<file path="src/rtl/fbindct_bram_wb.sv">
// Purpose : binDCT write-back. Captures coefficient rows, splits each into BRAM words and
//           writes them into output partition A or B. Toggles ps_irq when a partition is full.
// Latency : word 0 of a row is written in the cycle after capture, then one word per cycle.
// Backpressure: wb_ready is low while a row cannot be taken. A row offered while wb_ready is
//           low is dropped and sets the sticky wb_error.
// Optional feature: FBINDCT_WB_SKID_EN adds a one-row skid register so rows can arrive
//           back-to-back at one row per WPR cycles.
//
// Ports:
//   clk, rst               sole clock (rising edge) and synchronous active-high reset
//   wb_start, wb_partition arm a block; partition 0 = A (OUT_BASE), 1 = B (OUT_BASE+DATA_DEPTH)
//   dct_valid, dct_coef    row strobe and row; coefficient k is at [k*OUT_WIDTH +: OUT_WIDTH]
//   wb_ready               a row is accepted this cycle
//   bram_addr/wrdata/en/we BRAM write port; all outputs are registered
//   ps_irq                 toggles once per completed partition
//   wb_error               sticky; a row arrived while wb_ready was low
module fbindct_bram_wb #(
    parameter int DATA_WIDTH = 32,
    parameter int ADDR_WIDTH = 13,
    parameter int DATA_DEPTH = 512,
    parameter int OUT_BASE   = 1024,
    parameter int ROW_DIM    = 8,
    parameter int OUT_WIDTH  = 16
) (
    input  logic                           clk,
    input  logic                           rst,
    input  logic                           wb_start,
    input  logic                           wb_partition,
    input  logic                           dct_valid,
    input  logic [ROW_DIM*OUT_WIDTH-1:0]   dct_coef,
    output logic                           wb_ready,
    output logic [ADDR_WIDTH-1:0]          bram_addr,
    output logic [DATA_WIDTH-1:0]          bram_wrdata,
    output logic                           bram_en,
    output logic                           bram_we,
    output logic                           ps_irq,
    output logic                           wb_error
);

    localparam int ROW_W = ROW_DIM * OUT_WIDTH;
    localparam int WPR   = ROW_W / DATA_WIDTH;
    localparam int ROWS  = DATA_DEPTH / WPR;
    localparam int WW    = (WPR > 1) ? $clog2(WPR) : 1;
    localparam int RW    = (ROWS > 1) ? $clog2(ROWS) : 1;

    localparam logic [WW-1:0]         WLAST  = WW'(WPR - 1);
    localparam logic [RW-1:0]         RLAST  = RW'(ROWS - 1);
    localparam logic [ADDR_WIDTH-1:0] BASE_A = ADDR_WIDTH'(OUT_BASE);
    localparam logic [ADDR_WIDTH-1:0] BASE_B = ADDR_WIDTH'(OUT_BASE + DATA_DEPTH);
    localparam logic [ADDR_WIDTH-1:0] WPR_A  = ADDR_WIDTH'(WPR);

    typedef enum logic [1:0] {IDLE, ARMED, WRITE, DONE} state_t;

    state_t                  state_q;
    logic                    part_q;
    logic [RW-1:0]           row_q;
    logic [WW-1:0]           word_q;
    logic [ROW_W-1:0]        rowreg_q;
    logic                    ready_q;
    logic [ADDR_WIDTH-1:0]   addr_q;
    logic [DATA_WIDTH-1:0]   wrdata_q;
    logic                    en_q;
    logic                    irq_q;
    logic                    err_q;

    logic [WW-1:0]           word_nx_d;
    logic [RW-1:0]           row_nx_d;

`ifdef FBINDCT_WB_SKID_EN
    logic [ROW_W-1:0]        skid_q;
    logic                    skid_vld_q;
`endif

    always_comb begin
        word_nx_d = word_q + 1'b1;
        row_nx_d  = row_q + 1'b1;
    end

    function automatic logic [ADDR_WIDTH-1:0] word_addr(input logic p,
                                                        input logic [RW-1:0] r,
                                                        input logic [WW-1:0] w);
        return (p ? BASE_B : BASE_A) + ADDR_WIDTH'(r) * WPR_A + ADDR_WIDTH'(w);
    endfunction

    always_ff @(posedge clk) begin
        if (rst) begin
            state_q  <= IDLE;
            part_q   <= 1'b0;
            row_q    <= '0;
            word_q   <= '0;
            rowreg_q <= '0;
            ready_q  <= 1'b0;
            addr_q   <= '0;
            wrdata_q <= '0;
            en_q     <= 1'b0;
            irq_q    <= 1'b0;
            err_q    <= 1'b0;
`ifdef FBINDCT_WB_SKID_EN
            skid_q     <= '0;
            skid_vld_q <= 1'b0;
`endif
        end else begin
            en_q <= 1'b0;
            case (state_q)
                IDLE: begin
                    if (wb_start) begin
                        part_q  <= wb_partition;
                        row_q   <= '0;
                        err_q   <= 1'b0;
                        ready_q <= 1'b1;
                        state_q <= ARMED;
                    end
                end
                ARMED: begin
                    if (dct_valid) begin
                        rowreg_q <= dct_coef;
                        word_q   <= '0;
                        en_q     <= 1'b1;
                        addr_q   <= word_addr(part_q, row_q, '0);
                        wrdata_q <= dct_coef[DATA_WIDTH-1:0];
`ifdef FBINDCT_WB_SKID_EN
                        // The last row of a partition must never leave a row in the skid.
                        ready_q  <= (row_q != RLAST);
`else
                        ready_q  <= 1'b0;
`endif
                        state_q  <= WRITE;
                    end
                end
                WRITE: begin
                    if (word_q != WLAST) begin
                        word_q   <= word_nx_d;
                        en_q     <= 1'b1;
                        addr_q   <= word_addr(part_q, row_q, word_nx_d);
                        wrdata_q <= rowreg_q[int'(word_nx_d)*DATA_WIDTH +: DATA_WIDTH];
`ifdef FBINDCT_WB_SKID_EN
                        if (dct_valid && ready_q) begin
                            skid_q     <= dct_coef;
                            skid_vld_q <= 1'b1;
                            ready_q    <= 1'b0;
                        end
`endif
                    end else if (row_q == RLAST) begin
                        ready_q <= 1'b0;
                        irq_q   <= ~irq_q;
                        state_q <= DONE;
                    end else begin
                        row_q <= row_nx_d;
`ifdef FBINDCT_WB_SKID_EN
                        // Chain the next row without a gap: from the skid if it holds one,
                        // otherwise straight from the input when a row arrives this cycle.
                        if (skid_vld_q || (dct_valid && ready_q)) begin
                            rowreg_q   <= skid_vld_q ? skid_q : dct_coef;
                            wrdata_q   <= skid_vld_q ? skid_q[DATA_WIDTH-1:0]
                                                     : dct_coef[DATA_WIDTH-1:0];
                            skid_vld_q <= 1'b0;
                            word_q     <= '0;
                            en_q       <= 1'b1;
                            addr_q     <= word_addr(part_q, row_nx_d, '0);
                            ready_q    <= (row_nx_d != RLAST);
                        end else begin
                            ready_q <= 1'b1;
                            state_q <= ARMED;
                        end
`else
                        ready_q <= 1'b1;
                        state_q <= ARMED;
`endif
                    end
                end
                DONE: begin
                    state_q <= IDLE;
                end
                default: begin
                    ready_q <= 1'b0;
                    state_q <= IDLE;
                end
            endcase
            // Placed after the case so a dropped row in the same cycle as wb_start still
            // leaves the error flag set.
            if (dct_valid && !ready_q) begin
                err_q <= 1'b1;
            end
        end
    end

    assign wb_ready    = ready_q;
    assign bram_addr   = addr_q;
    assign bram_wrdata = wrdata_q;
    assign bram_en     = en_q;
    assign bram_we     = en_q;
    assign ps_irq      = irq_q;
    assign wb_error    = err_q;

endmodule

</file>
<file path="config.mk">
export PLATFORM = sky130hd
export DESIGN_NAME = fbindct_bram_wb
export DESIGN_NICKNAME = d
export VERILOG_FILES = /design/src/rtl/fbindct_bram_wb.sv
export SDC_FILE = /design/constraint.sdc
export NUM_CORES = 1
export LEC_CHECK = 0
export BUFFER_PORTS_ARGS = -buffer_cell sky130_fd_sc_hd__buf_2
export CAP_MARGIN = 10
export CELL_PAD_IN_SITES_DETAIL_PLACEMENT = 1
export CELL_PAD_IN_SITES_GLOBAL_PLACEMENT = 1
export CORE_ASPECT_RATIO = 2
export CORE_MARGIN = 2
export CORE_UTILIZATION = 30
export DETAILED_ROUTE_END_ITERATION = 8
export PLACE_DENSITY = 0.67
export SLEW_MARGIN = 20
export SYNTH_ARGS = -nofsm -noshare
export SYNTH_HDL_FRONTEND = slang
export SYNTH_SLANG_ARGS = --single-unit
</file>
<file path="constraint.sdc">
create_clock -name clk -period 2.6 [get_ports clk]
set_input_delay 0.78 -clock clk [delete_from_list [all_inputs] [get_ports clk]]
set_output_delay 0.78 -clock clk [all_outputs]
set_load 0.03 [all_outputs]
</file>
* After elaboration in Yosys (flattened, before gate mapping)
Index checks and enable logic that the tools add are counted.
Word-level totals: register bits after elaboration 189, input port bits 133, output and inout port bits 50, logic and storage cells 74
Operators by class: add/subtract/negate cells 4, equality and inequality tests 10, shift operators 1, multiplexer cells 30, bitwise gates (word level) 2, reduce and logical (&&, ||, !) cells 16
Operator list (count):
- $shiftx 128x8->32 | 1
- $mux 32 | 2
- $pmux 32 s2 | 1
- $mux 13 | 2
- $pmux 13 s2 | 1
- $mux 7 | 3
- $pmux 7 s2 | 1
- $add 12x2->13 | 1
- $add 11x9->12 | 1
- $mux 2 | 6
- $ne 2x2->1 const B | 6
- $mux 10 | 1
- $mux 1 | 9
- $reduce_and 3->1 | 3
- $pmux 2 s4 | 1
- $reduce_and 4->1 | 2
- $reduce_bool 2->1 | 4
- $add 7x1->7 const B | 1
- $eq 7x7->1 const B | 1
- $reduce_and 2->1 | 3
- $eq 2x2->1 const B | 2
- $pmux 2 s2 | 1
- $pmux 1 s3 | 1
- $reduce_bool 3->1 | 1
- 7 further kinds | 8

* Logic depth before layout (Yosys ltp)
depth in word-level cells 5, mapped depth 8, mapped depth without buffers 6

* Worst setup path after synthesis
OpenSTA, ideal clock, no wires.
kind register to register, from register word_q[0], to register wrdata_q[12], in the netlist bram_wrdata[12], arrival 1.606 ns, required time 2.462 ns, path slack 0.856 ns, stages on the path, launching flop included 7, buffers on the path 2, period minus slack after synthesis 1.744 ns, path through dfxtp_1 -> ha_1 -> buf_2 -> buf_2 -> mux4_2 -> mux2i_1 -> a211oi_1
On the way: longest elaborated chain between the ends 4
RTL lines:
- start, declared | RTL line 57 | logic [WW-1:0] word_q;
- start signal, assigned | RTL line 132 | word_q <= word_nx_d;
- $add 2x1->2 | RTL line 75 | word_nx_d = word_q + 1'b1;
- $shiftx 128x8->32 | RTL line 135 | wrdata_q <= rowreg_q[int'(word_nx_d)*DATA_WIDTH +: DATA_WIDTH];
- $mux 32 | RTL line 131 | if (word_q != WLAST) begin
- $pmux 32 s2 | RTL line 104 | case (state_q)
- end signal, assigned | RTL line 120 | wrdata_q <= dct_coef[DATA_WIDTH-1:0];
- end signal, assigned | RTL line 135
- end, declared | RTL line 61 | logic [DATA_WIDTH-1:0] wrdata_q;
Several ways; a longest one is shown, not always the timed one. The select of a mux whose other input is x is not followed. A chain may end at the register's enable or synchronous reset.

==> reports/summary.txt <==
outcome: finished clean
Post-CTS Hold Buffers: 0
CP bufs+invs: 2
hold endpoint: rowreg_q[110]$_SDFFE_PP0P_
Placeable Area: 25,700 sq um
Hold Path Class: register to register
reg2reg setup slack: 610 ps
Synth Instances: 876
CP endpoint kind: output port
initial core utilization: 0.304
First-pass DRT Iterations: 4
WL final: 23,800 um
Final Hold Fails: 0
fraction of layout cells with a size suffix above 1: 0.260
vias in the first global route: 7,022
cells along the critical path: buf_4 -> buf_2
synth cell count leaders: 265 x nand2_1, 185 x dfxtp_1, 135 x a21oi_1
drt drc: 0
Syn-to-layout area delta: 22.4%
Synth Warn #: 0
Clock Path Buffers: 2
Avg Synthesized Cell Area: 8.89 sq um
Clock Pin Slew Worst Setup and Hold Paths: 70 ps
top cell type's share of synthesized area: 0.476
CTS H-tree depth: 4
period utilisation layout: 0.898
drt wl/cell: 17.3 um
Max Cap Viol: 0
number of enable flip-flop cells after synthesis: 0
RR Startpoint: state_q[1]$_SDFFE_PP0P_
sequential area share after synthesis: 0.476
dpl hpwl: 16,800 um
Post-Syn Area: 7790 sq um
CP peak stage delay: 440 ps
vias: 6,654
routability-driven placement congestion ratio: 0.822
# IOs: 183
Clock Sinks: 185
Placed Area: 8980 sq um
Hold Path Cell Cnt: 2
leading area contributor after synthesis: dfxtp_1
post_cts resized: 0
ys flop type: dfxtp_1
setup_tns: 0 ps
nets: 1,162
CTS tree: built
PnR Total Power: 9610 uW
clock skew: 6.92 ps
Antenna Nets Post-Route: 0
reg2reg end: row_q[5]$_SDFFE_PP0P_
Clock Tree Root: clkbuf_16
delay-heaviest family, CP: buffers and inverters
Reg2Reg Depth: 6
fmax: 0.428 GHz
most frequent cell after synthesis: nand2_1
initial antenna violation count: 2
DIE AREA: 27,300 sq um
Post-CTS Setup Repair Bufs: 0
gr ovfl total: 0
CP required: 1820 ps
Final Max Tran Viols: 0
Row Count: 83
die height: 232 um
FILL cells: 3,085
Worst Max-Slew Pin Slew: 519 ps
Die X-Extent: 118 um
final period demand of the worst path: 2330 ps
Hold Crit Start: rowreg_q[110]$_SDFFE_PP0P_
GRT Overall Usage: 0.177
Crit Path Max Fanout: 24
ys async rst share: 0
largest net degree at the start of global routing: 87
final setup fails: 0
worst IR drop on VDD: 0.000400 V
Synth area leaders: dfxtp_1 48%, nand2_1 13%, mux4_2 9.3%
number of distinct library cells after synthesis: 46
static leakage: 0.00359 uW
Cell Pwr Density: 1010 nW/um^2
violation count after the first detailed-route iteration: 290
first-pass GRT wire length: 37,400 um
Critical-path top delay cell: buf_4
via/cell ratio: 4.83
cts bufs inserted: 17
unrepaired setup endpoints after global routing: false
Yosys reg bits: 185
startpoint types: register
Clk Latency, worst-skew pair: 450 ps
IO Port Bufs: 180
Arr. time, crit path: 1550 ps
max_slew headroom: 0.654
post-route cell area: 9530 sq um
crit path kind: register to output port
==> worst reg2reg max path: cells and delay by family (launching register included) <==
kind | cells | cell delay [ps]
and+or+nand+nor | 3 | 820
buffers and inverters | 1 | 330
AOI/OAI and AO/OA | 1 | 70
DFF | 1 | 410
adders and majority gates | 1 | 270
==> report_power, final <==
part	leakage, uW	internal, uW	switching (uW)	total, uW
Combinational	0.00182	1220	2210	3430
Sequential	0.00151	3410	320	3730
Clock	0.000266	1310	1140	2450
==> worst max-delay path by stage <==
stage                              endpoint  slack [ps]              startpoint  cells past startpoint
3_3_place_gp      rowreg_q[23]$_SDFFE_PP0P_         600               dct_valid                      5
3_5_place_dp       rowreg_q[1]$_SDFFE_PP0P_         550               dct_valid                      5
5_1_grt                        bram_addr[0]         140  word_q[0]$_SDFFE_PP0P_                      2
4_1_cts                        bram_addr[0]         170  word_q[0]$_SDFFE_PP0P_                      2
2_1_floorplan  bram_wrdata[12]$_SDFFE_PP0P_         860  word_q[0]$_SDFFE_PP0P_                      6
6_report                       bram_addr[0]         270  word_q[0]$_SDFFE_PP0P_                      2
==> flip-flops by register name (all words and copies together), names as in the netlist <==
| register | flops |
|---|---|
| state_q | 2 |
| row_q | 7 |
| wb_ready | 1 |
| word_q | 1 |
| bram_en | 1 |
| wb_error | 1 |
| part_q | 1 |
| bram_addr | 10 |
| rowreg_q | 128 |
| ps_irq | 1 |
| bram_wrdata | 32 |
==> per-stage QoR <==
step,worst slack (ps),hold slack [ps],instances,utilization
global route,143,470,1378,0.371
floorplan,856,433,877,-
CTS,171,455,1376,0.371
finish,265,454,1378,0.371
global placement,598,439,1344,0.350
detailed placement,548,445,1344,0.350
==> cells in the final DEF, fill, tap and decap left out, types with 6 or more instances in the layout <==
cell / Yosys / routed
dfxtp_1: 185 / 184
clkbuf_16: 0 / 17
buf_4: 3 / 12
mux4_2: 32 / 32
buf_12: 2 / 7
nor2_1: 53 / 53
a21oi_1: 135 / 135
clkinv_2: 0 / 7
a211oi_1: 33 / 33
nand3_1: 6 / 6
nand2_1: 265 / 264
mux2i_1: 42 / 42
buf_2: 21 / 179
==> cells by family after synthesis <==
kind of cell | Yosys count | synth area share
AOI/OAI and AO/OA | 182 | 0.132
muxes | 74 | 0.147
other | 1 | 0.000482
buffers and inverters | 77 | 0.0519
DFF | 185 | 0.476
and+or+nand+nor | 350 | 0.182
adders and majority gates | 6 | 0.00964
xor gates and xnor gates | 1 | 0.00112
==> layout make-up <==
| class | count | area (sq um) | area share |
|---|---|---|---|
| flip-flops and latches | 185 | 3700 | 0.389 |
| clock buffers | 19 | 433 | 0.0454 |
| diodes | 2 | 5.00 | 0.000525 |
| well taps | 340 | 425 | 0.0446 |
| inverters | 5 | 18.8 | 0.00197 |
| multi-input cells | 615 | 3700 | 0.388 |
| clock inverters | 13 | 106 | 0.0112 |
| repair buffers | 199 | 1140 | 0.119 |
==> metal layers <==
layer,part of all wire,routed length (um),up-vias,track usage
li1,-,-,3271,-
met1,0.36,8540,3210,0.175
met2,0.57,13500,133,0.340
met3,0.032,752,40,0.0351
met4,0.041,980,0,0.102
met5,0,0,-,0
Power figures use the tool's default switching activity.
